<file path="config.mk">
export PLATFORM = sky130hd
export DESIGN_NAME = fetch_pc_sequencer_flat
export DESIGN_NICKNAME = d
export VERILOG_FILES = /design/src/rtl/fetch_pc_sequencer_pkg.sv /design/src/rtl/fetch_pc_sequencer_if.sv /design/src/rtl/fetch_pc_sequencer_adder_pc.sv /design/src/rtl/fetch_pc_sequencer.sv /design/src/flat_wrapper.sv
export SDC_FILE = /design/constraint.sdc
export NUM_CORES = 1
export LEC_CHECK = 0
export CAP_MARGIN = 20
export CORE_ASPECT_RATIO = 1.2
export CORE_UTILIZATION = 30
export CTS_CLUSTER_SIZE = 12
export DETAILED_ROUTE_END_ITERATION = 8
export GPL_ROUTABILITY_DRIVEN = 0
export PLACE_DENSITY_LB_ADDON = 0.1
export RECOVER_POWER = 50
export REMOVE_ABC_BUFFERS = 1
export SLEW_MARGIN = 40
export SYNTH_ARGS = -nofsm -noshare
export SYNTH_HDL_FRONTEND = slang
export SYNTH_SLANG_ARGS = --single-unit
export TNS_END_PERCENT = 30
</file>
<file path="constraint.sdc">
create_clock -name clk -period 2.2 [get_ports clk]
set_input_delay 0.22 -clock clk [delete_from_list [all_inputs] [get_ports clk]]
set_output_delay 0.22 -clock clk [all_outputs]
set_load 0.01 [all_outputs]
</file>
<file path="src/rtl/fetch_pc_sequencer_pkg.sv">
// Shared definitions for the fetch PC sequencer: datapath width, FSM state
// encoding and the default reset/trap fetch addresses.
package fetch_pc_sequencer_pkg;

  localparam int XLEN = 32;

  localparam logic [XLEN-1:0] RESET_PC = 32'h0000_0000;
  localparam logic [XLEN-1:0] TRAP_PC  = 32'h0000_0100;

  typedef enum logic [1:0] {
    REQ  = 2'd0,
    WAIT = 2'd1,
    HOLD = 2'd2,
    HALT = 2'd3
  } state_e;

endpackage

</file>
<file path="src/rtl/fetch_pc_sequencer_if.sv">
// Instruction-memory request/ack bus plus the decode valid/ready bus.
// The master side is the sequencer; the slave side is memory and decode.
interface fetch_pc_sequencer_if;
  import fetch_pc_sequencer_pkg::*;

  logic            imem_req;
  logic [XLEN-1:0] imem_addr;
  logic            imem_ack;
  logic [XLEN-1:0] imem_rdata;
  logic            id_valid;
  logic [XLEN-1:0] id_instr;
  logic [XLEN-1:0] id_pc;
  logic [XLEN-1:0] id_pc_plus4;
  logic            id_ready;

  modport master (
    output imem_req, imem_addr, id_valid, id_instr, id_pc, id_pc_plus4,
    input  imem_ack, imem_rdata, id_ready
  );

  modport slave (
    input  imem_req, imem_addr, id_valid, id_instr, id_pc, id_pc_plus4,
    output imem_ack, imem_rdata, id_ready
  );

endinterface

</file>
<file path="src/rtl/fetch_pc_sequencer_adder_pc.sv">
// PC incrementer: next sequential instruction address, wrapping modulo 2^32.
module fetch_pc_sequencer_adder_pc
  import fetch_pc_sequencer_pkg::*;
(
  input  logic [XLEN-1:0] pc,
  output logic [XLEN-1:0] pc_plus4
);

  assign pc_plus4 = pc + 32'd4;

endmodule

</file>
<file path="src/rtl/fetch_pc_sequencer.sv">
// Stall- and redirect-aware PC sequencer between instruction memory and decode.
// Optional feature: FETCH_MISALIGN_CHECK_EN traps misaligned redirects to TRAP_PC.
module fetch_pc_sequencer
  import fetch_pc_sequencer_pkg::*;
(
  input  logic                 clk,
  input  logic                 rst_n,
  fetch_pc_sequencer_if.master bus,
  input  logic                 redirect_valid,
  input  logic [XLEN-1:0]      redirect_pc,
  input  logic                 halt,
  output logic                 misalign_trap
);

  state_e          state_r, state_s;
  logic [XLEN-1:0] pc_r, pc_s, pc_plus4_s, target_s;
  logic            kill_r, kill_s;
  logic            valid_r, valid_s, load_s;
  logic [XLEN-1:0] instr_r, id_pc_r, id_pc4_r;
  logic            trap_s, hs_s;

  fetch_pc_sequencer_adder_pc u_adder_pc (
    .pc       (pc_r),
    .pc_plus4 (pc_plus4_s)
  );

`ifdef FETCH_MISALIGN_CHECK_EN
  assign trap_s   = redirect_valid && (redirect_pc[1:0] != 2'b00);
  assign target_s = trap_s ? TRAP_PC : redirect_pc;
`else
  assign trap_s   = 1'b0;
  assign target_s = redirect_pc & ~32'h0000_0003;
`endif

  assign hs_s          = valid_r && bus.id_ready;
  assign misalign_trap = rst_n && trap_s;

  // A redirect in REQ suppresses the request so no stale fetch goes out.
  assign bus.imem_req  = rst_n && (state_r == REQ) && !halt && !redirect_valid;
  assign bus.imem_addr = {pc_r[XLEN-1:2], 2'b00};

  assign bus.id_valid    = valid_r;
  assign bus.id_instr    = instr_r;
  assign bus.id_pc       = id_pc_r;
  assign bus.id_pc_plus4 = id_pc4_r;

  // Next-state, next-pc and buffer control
  always_comb begin
    state_s = state_r;
    pc_s    = pc_r;
    kill_s  = kill_r;
    valid_s = valid_r;
    load_s  = 1'b0;
    case (state_r)
      REQ: begin
        if (redirect_valid) begin
          pc_s    = target_s;
          state_s = REQ;
        end else if (halt) begin
          state_s = HALT;
        end else begin
          state_s = WAIT;
        end
      end
      WAIT: begin
        if (redirect_valid) begin
          pc_s = target_s;
        end else begin
          pc_s = pc_r;
        end
        if (bus.imem_ack) begin
          kill_s = 1'b0;
          if (kill_r || redirect_valid) begin
            state_s = REQ;
          end else begin
            load_s  = 1'b1;
            valid_s = 1'b1;
            state_s = HOLD;
          end
        end else begin
          kill_s  = kill_r || redirect_valid;
          state_s = WAIT;
        end
      end
      HOLD: begin
        // A handshake coinciding with a redirect still transfers the word.
        if (redirect_valid) begin
          pc_s    = target_s;
          valid_s = 1'b0;
          state_s = REQ;
        end else if (hs_s) begin
          pc_s    = pc_plus4_s;
          valid_s = 1'b0;
          state_s = halt ? HALT : REQ;
        end else begin
          state_s = HOLD;
        end
      end
      HALT: begin
        if (redirect_valid) begin
          pc_s    = target_s;
          state_s = REQ;
        end else if (!halt) begin
          state_s = REQ;
        end else begin
          state_s = HALT;
        end
      end
      default: begin
        state_s = REQ;
      end
    endcase
  end

  // Control state: FSM, pc, kill flag and output-valid
  always_ff @(posedge clk) begin
    if (!rst_n) begin
      state_r <= REQ;
      pc_r    <= RESET_PC;
      kill_r  <= 1'b0;
      valid_r <= 1'b0;
    end else begin
      state_r <= state_s;
      pc_r    <= pc_s;
      kill_r  <= kill_s;
      valid_r <= valid_s;
    end
  end

  // Decode-facing output buffer, loaded only by a non-discarded ack
  always_ff @(posedge clk) begin
    if (!rst_n) begin
      instr_r  <= 32'h0000_0000;
      id_pc_r  <= 32'h0000_0000;
      id_pc4_r <= 32'h0000_0000;
    end else if (load_s) begin
      instr_r  <= bus.imem_rdata;
      id_pc_r  <= pc_r;
      id_pc4_r <= pc_plus4_s;
    end else begin
      instr_r  <= instr_r;
      id_pc_r  <= id_pc_r;
      id_pc4_r <= id_pc4_r;
    end
  end

endmodule

</file>
<file path="src/flat_wrapper.sv">
// flat-port wrapper written by rule: the top's interface ports become plain ports
module fetch_pc_sequencer_flat import fetch_pc_sequencer_pkg::*;
  (clk, rst_n, redirect_valid, redirect_pc, halt, misalign_trap, bus_imem_req, bus_imem_addr, bus_id_valid, bus_id_instr, bus_id_pc, bus_id_pc_plus4, bus_imem_ack, bus_imem_rdata, bus_id_ready);
  fetch_pc_sequencer_if bus_i ();
  input  logic clk;
  input  logic rst_n;
  input  logic redirect_valid;
  input  logic [XLEN-1:0] redirect_pc;
  input  logic halt;
  output logic misalign_trap;
  output wire logic [$bits(bus_i.imem_req)-1:0] bus_imem_req;
  output wire logic [$bits(bus_i.imem_addr)-1:0] bus_imem_addr;
  output wire logic [$bits(bus_i.id_valid)-1:0] bus_id_valid;
  output wire logic [$bits(bus_i.id_instr)-1:0] bus_id_instr;
  output wire logic [$bits(bus_i.id_pc)-1:0] bus_id_pc;
  output wire logic [$bits(bus_i.id_pc_plus4)-1:0] bus_id_pc_plus4;
  input wire logic [$bits(bus_i.imem_ack)-1:0] bus_imem_ack;
  input wire logic [$bits(bus_i.imem_rdata)-1:0] bus_imem_rdata;
  input wire logic [$bits(bus_i.id_ready)-1:0] bus_id_ready;
  assign bus_imem_req = bus_i.imem_req;
  assign bus_imem_addr = bus_i.imem_addr;
  assign bus_id_valid = bus_i.id_valid;
  assign bus_id_instr = bus_i.id_instr;
  assign bus_id_pc = bus_i.id_pc;
  assign bus_id_pc_plus4 = bus_i.id_pc_plus4;
  assign bus_i.imem_ack = bus_imem_ack;
  assign bus_i.imem_rdata = bus_imem_rdata;
  assign bus_i.id_ready = bus_id_ready;
  fetch_pc_sequencer u_core (.clk(clk), .rst_n(rst_n), .bus(bus_i), .redirect_valid(redirect_valid), .redirect_pc(redirect_pc), .halt(halt), .misalign_trap(misalign_trap));
endmodule
</file>
After elaboration in Yosys (flattened, before gate mapping)
Index checks and enable logic that the tools add are counted.
{"block": "word_totals", "elab_cells": 49, "output_inout_bits": 131, "reg_bits": 132, "inputBits": 70}
{"block": "classes", "n_reduce_logical": 12, "n_mux": 22, "n_eq_ne": 7, "addsub": 1}
{"op": "32-bit 2-to-1 mux", "n": 3}
{"op": "32-bit case mux with 2 select lines", "n": 1}
{"op": "32-bit by 3-bit adder with 32-bit output (second input constant)", "n": 1}
{"op": "2-bit 2-to-1 mux", "n": 8}
{"op": "1-bit 2-to-1 mux", "n": 8}
{"op": "2-bit case mux with 4 select lines", "n": 1}
{"op": "2-bit == test (second input constant)", "n": 2}
{"op": "1-bit logical AND", "n": 4}
{"op": "2-bit inequality test (second input constant)", "n": 2}
{"op": "4-bit AND reduction", "n": 1}
{"op": "3-bit by 2-bit inequality test with 1-bit output (second input constant)", "n": 1}
{"op": "3-bit OR reduction", "n": 1}
{"op": "2-bit by 1-bit == test with 1-bit output (second input constant)", "n": 1}
{"op": "1-bit zero test", "n": 2}
{"op": "2-bit zero test", "n": 1}
{"op": "2-bit by 1-bit inequality test with 1-bit output (second input constant)", "n": 1}
{"op": "1-bit case mux with 2 select lines", "n": 1}
{"op": "2-bit AND reduction", "n": 1}
{"op": "2-bit nonzero test", "n": 1}
{"op": "1-bit logical OR", "n": 1}

Logic depth before layout (Yosys ltp)
{"block": "depth", "ltp_word": 4, "depth_mapped": 8, "depth_no_buf": 6}

Cells and area by module
From an unflattened synthesis, not the netlist that was laid out.
{"block": "hier_totals", "cells_unflattened": 672, "area_unflattened_um2": 6099.6}
{"module": "fetch_pc_sequencer", "seq_area_each_um2": 2642.5, "cells_each": 589, "area_per_inst_um2": 5519.0, "n_inst": 1}
{"module": "fetch_pc_sequencer_adder_pc", "seq_area_each_um2": 0.0, "cells_each": 83, "area_per_inst_um2": 580.6, "n_inst": 1}

Worst setup path after synthesis
OpenSTA, ideal clock, no wires.
{"block": "synth_timing", "kind": "register to register", "from": "register u_core.pc_r[2]", "to": "register u_core.id_pc4_r[30] (netlist: u_core.bus.id_pc_plus4[30])", "arrival_ns": 1.885, "setup_slack_ns": 0.183, "t_required_ns": 2.068, "setup_ns": 0.132, "stages_incl_launch_ff": 8, "n_path_buf": 1, "synth_period_minus_slack_ns": 2.017, "path_cell_list": "dfxtp_1 -> ha_1 -> and3_1 -> clkbuf_1 -> nand4_2 -> nor4b_1 -> xnor2_1 -> a21oi_1"}
{"block": "synth_between", "elab_chain_len": 1}
{"element": "start, declared", "line_no": "fetch_pc_sequencer.sv:16", "source": "logic [XLEN-1:0] pc_r, pc_s, pc_plus4_s, target_s;"}
{"element": "start signal, assigned", "line_no": "fetch_pc_sequencer.sv:124", "source": "pc_r <= pc_s;"}
{"element": "32-bit by 3-bit adder with 32-bit output", "line_no": "fetch_pc_sequencer_adder_pc.sv:9", "source": "assign pc_plus4 = pc + 32'd4;"}
{"element": "end signal, assigned", "line_no": "fetch_pc_sequencer.sv:139", "source": "id_pc4_r <= pc_plus4_s;"}
{"element": "end signal, assigned", "line_no": "fetch_pc_sequencer.sv:143", "source": "id_pc4_r <= id_pc4_r;"}
{"element": "end, declared", "line_no": "fetch_pc_sequencer.sv:19", "source": "logic [XLEN-1:0] instr_r, id_pc_r, id_pc4_r;"}
No other way between the ends.
A chain may end at the register's enable or synchronous reset.

Worst setup path in the final report
{"block": "layout_timing", "from": "input port redirect_valid", "to": "register u_core.id_pc_r[25] (netlist: u_core.bus.id_pc[25])"}
{"block": "layout_between", "elab_chain_len": 4}
{"element": "start, declared", "line_no": "flat_wrapper.sv:7", "source": "input logic redirect_valid;"}
{"element": "1-bit logical OR", "line_no": "fetch_pc_sequencer.sv:73", "source": "if (kill_r || redirect_valid) begin"}
{"element": "1-bit 2-to-1 mux", "line_no": "fetch_pc_sequencer.sv:73"}
{"element": "1-bit 2-to-1 mux", "line_no": "fetch_pc_sequencer.sv:71", "source": "if (bus.imem_ack) begin"}
{"element": "1-bit 2-to-1 mux", "line_no": "fetch_pc_sequencer.sv:54", "source": "case (state_r)"}
{"element": "end signal, assigned", "line_no": "fetch_pc_sequencer.sv:138", "source": "id_pc_r <= pc_r;"}
{"element": "end signal, assigned", "line_no": "fetch_pc_sequencer.sv:142", "source": "id_pc_r <= id_pc_r;"}
{"element": "end, declared", "line_no": "fetch_pc_sequencer.sv:19"}
No other way between the ends.

==> flow_metrics.env <==
export IMPL_drc=17
export IMPL_drtPass1Iterations=9
export IMPL_layout_nets=962
export IMPL_fin_util_pct=47.4
export IMPL_grt_pass1_vias=5302
export IMPL_synth_simple_area_share_pct=21.5
export IMPL_startpoint_type="input port"
export IMPL_ctsHoldBuffers=0
export IMPL_slew_headroom_pct=50.0
export IMPL_setup_viol=0
export IMPL_crit_type="in2reg"
export IMPL_synth_area_mux_share_pct=0
export IMPL_grt_pass1_wl_um=28100
export IMPL_area_growth_syn_to_layout_pct=53.1
export IMPL_grtUsageTotal_pct=19.3
export IMPL_rsz0062_at_grt="no"
export IMPL_met3WireLength_um=1020
export IMPL_placed_cell_area_um2=7820
export IMPL_yosysTopAreaCell="dfxtp_1"
export IMPL_synth_main_ff_cell="dfxtp_1"
export IMPL_period_needed_ns=2.05
export IMPL_synth_area_top_cells="dfxtp_1, nand2_1, a21oi_1"
export IMPL_n_fill_cell=1741
export IMPL_clkTransAtPathRegs_ns=0.06
export IMPL_antenna_left=0
export IMPL_dpl_cell_count=1092
export IMPL_yosys_top_cells_count="nand2_1, dfxtp_1, a21oi_1"
export IMPL_finalInstanceArea_um2=8390
export IMPL_insertion_delay_ns=0.42
export IMPL_dr_first_iter_drc_count=358
export IMPL_m1WireLength_um=8030
export IMPL_critPathMaxStageDelay_ns=0.58
export IMPL_wl_um=17900
export IMPL_fmax_ghz=0.487
export IMPL_wl_per_cell_um=15.9
export IMPL_ys_seq_elements=126
export IMPL_cts_buffer_depth=2
export IMPL_whs_ns=0.353
export IMPL_dieHeight_um=150
export IMPL_pre_cts_ws_ns=0.122
export IMPL_worstPathArrival_ns=2.33
export IMPL_yosysMostFrequentCell="nand2_1"
export IMPL_crit_path_top_delay_cell="dlygate4sd3_1"
export IMPL_drive_gt1_share_pct=10.1
export IMPL_cap_viol_max_count=0
export IMPL_antenna_cells=0
export IMPL_grt_overflow_total=0
export IMPL_cts_sinks=126
export IMPL_violations="DRC"
export IMPL_avgSynthCellArea_um2=7.87
export IMPL_rows=53
export IMPL_powerDensity_nw_per_um2=714
export IMPL_antenna_found_initial=0
export IMPL_synthAdderAreaFrac_pct=0.228
export IMPL_path_delay_family="buffers and inverters"
export IMPL_htreeDepth=4
export IMPL_report_final_slew_viol_count=0
export IMPL_vias=5567
export IMPL_fin_skew_ns=0.00743
export IMPL_die_w_um=125
export IMPL_hold_viol=0
export IMPL_synth_xor_area_share_pct=6.87
export IMPL_synthCells=696
export IMPL_tritoncts="done"
export IMPL_status="finished, violations left"
export IMPL_io_pins=201
export IMPL_p_leak_nw=3.23
export IMPL_ir_drop_v=0.000510
export IMPL_crit_buf_inv=3
export IMPL_core_area_um2=17700
export IMPL_grt_max_degree=81
export IMPL_cts_buffers=17
export IMPL_post_cts_buffers=0
export IMPL_synth_area_um2=5480
export IMPL_synth_edf_count=0
export IMPL_via_per_inst=4.95
export IMPL_design_die_area_um2=18800
export IMPL_start_util_pct=31.0
export IMPL_synth_top_family_by_area="simple AND/OR/NAND/NOR gates"
export IMPL_cp_cell_sequence="dlygate4sd3_1, buf_4, or3_2, clkbuf_2, nand2_1, a21oi_1"
export IMPL_highest_layer="met4"
export IMPL_finalWorstSetupSlack_ns=0.147
export IMPL_yosysWarnings=0
export IMPL_root_buffer="clkbuf_16"
export IMPL_synth_top_area_share_pct=46.0
export IMPL_required_ns=2.48
export IMPL_hold_path_class="in2reg"
export IMPL_endpoint_kind="flop"
export IMPL_async_flop_share_pct=0
export IMPL_worst_path_max_fanout=31
export IMPL_yosysSeqAreaShare_pct=46.0
export IMPL_final_cells=1124
export IMPL_wl_met2_um=8600
export IMPL_port_buffers=191
export IMPL_dpl_hpwl_um=12500
export IMPL_ys_types=42
export IMPL_finalCritPeriodShare_pct=93.3
export IMPL_synth_compound_area_share_pct=19.5
export IMPL_tightest_slew_ns=0.749
## layout by cell type, fill, tap and decap left out, types with 2 or more instances in the layout
| master | netlist | routed |
|---|---|---|
| clkinv_2 | 0 | 4 |
| clkinvlp_4 | 0 | 2 |
| buf_4 | 7 | 42 |
| o21ai_0 | 49 | 49 |
| o21ba_2 | 2 | 2 |
| xor2_1 | 22 | 22 |
| nand4_2 | 2 | 2 |
| xnor2_1 | 21 | 21 |
| dfxtp_1 | 126 | 124 |
| dfxtp_2 | 0 | 2 |
| and4_1 | 5 | 5 |
| dlygate4sd3_1 | 0 | 93 |
| bufinv_16 | 0 | 3 |
| nand2_1 | 150 | 150 |
| nand4_1 | 16 | 16 |
| inv_1 | 4 | 4 |
| or4_1 | 2 | 2 |
| nor3_1 | 8 | 7 |
| clkinv_4 | 0 | 4 |
| o21a_1 | 2 | 2 |
| nor4_1 | 5 | 5 |
| a211oi_1 | 13 | 13 |
| buf_12 | 0 | 3 |
| and3_1 | 6 | 6 |
| a21oi_1 | 105 | 105 |
| clkdlybuf4s50_1 | 0 | 97 |
| conb_1 | 1 | 7 |
| a31oi_1 | 3 | 3 |
| nand3_1 | 17 | 17 |
| a311oi_1 | 12 | 12 |
| clkbuf_16 | 0 | 17 |
| or3_1 | 3 | 2 |
| nor2_1 | 37 | 37 |
| clkbuf_2 | 2 | 4 |
## repair_timing
action                                 in CTS  in global routing
endpoints found under the hold margin       0                  0
gates resized for setup                     1                  2
setup endpoints to repair                   1                  1
## logic make-up (layout without fill, tap and decap cells)
kind of cell / count (synthesis) / in the layout
other cells: 1 / 7
compound gates: 191 / 191
buf+inv: 75 / 277
simple gates: 259 / 259
flops: 126 / 126
fa+ha+maj: 1 / 1
xor+xnor: 43 / 43
## where the power goes
part           switching (W)  internal, W  total [W]  leakage, nW
Sequential         0.0000570      0.00237    0.00242         1.03
Clock                0.00108      0.00178    0.00286        0.290
Combinational       0.000345     0.000365   0.000710         1.91
## layout make-up
cell class,instances,area [um^2],area share [%]
Inverter,5,18.8,0.224
Timing Repair Buffer,240,2310,27.5
Sequential cell,126,2520,30.1
Tap cell,220,275,3.28
Multi-Input combinational cell,501,2670,31.8
Clock inverter,14,169,2.01
Clock buffer,18,429,5.11
## stage by stage
step	power, W	setup TNS, ns
CTS	0.00611	0
detailed placement	0.00320	0
global placement	0.00319	0
floorplan	0.00275	-418.95
finish	0.00599	0
global route	0.00624	0
## state kept, by name (all words and copies together), names as in the netlist
register	count
u_core.bus.id_valid	1
u_core.kill_r	1
u_core.bus.id_pc_plus4	30
u_core.bus.id_instr	32
u_core.bus.id_pc	30
u_core.pc_r	30
u_core.state_r	2
## final timing paths
check	end	slack, ns	depth (start not counted)	from
worst max-delay path	u_core.bus.id_pc[25]	0.15	6	redirect_valid
worst min-delay path	u_core.bus.id_instr[15]	0.35	3	bus_imem_rdata[15]
worst max register to register	u_core.pc_r[25]	0.17	5	u_core.pc_r[9]
worst min register to register	u_core.bus.id_pc[10]	0.45	2	u_core.bus.id_pc[10]
## metal layers
metal  GRT usage (%)  up-vias
li1                -     2778
met1            23.5     2579
met2            33.4      192
met3            4.04       18
met4            7.62        0
met5               0        -
## worst reg2reg max path, stage by stage (launching register included)
cell and delay, ns:
dfxtp_1 0.43, nand4_2 0.21, nor4_4 0.49, nand3_2 0.15
or4_1 0.50, a31oi_1 0.17
No activity file was read; power rests on OpenSTA's default activity.
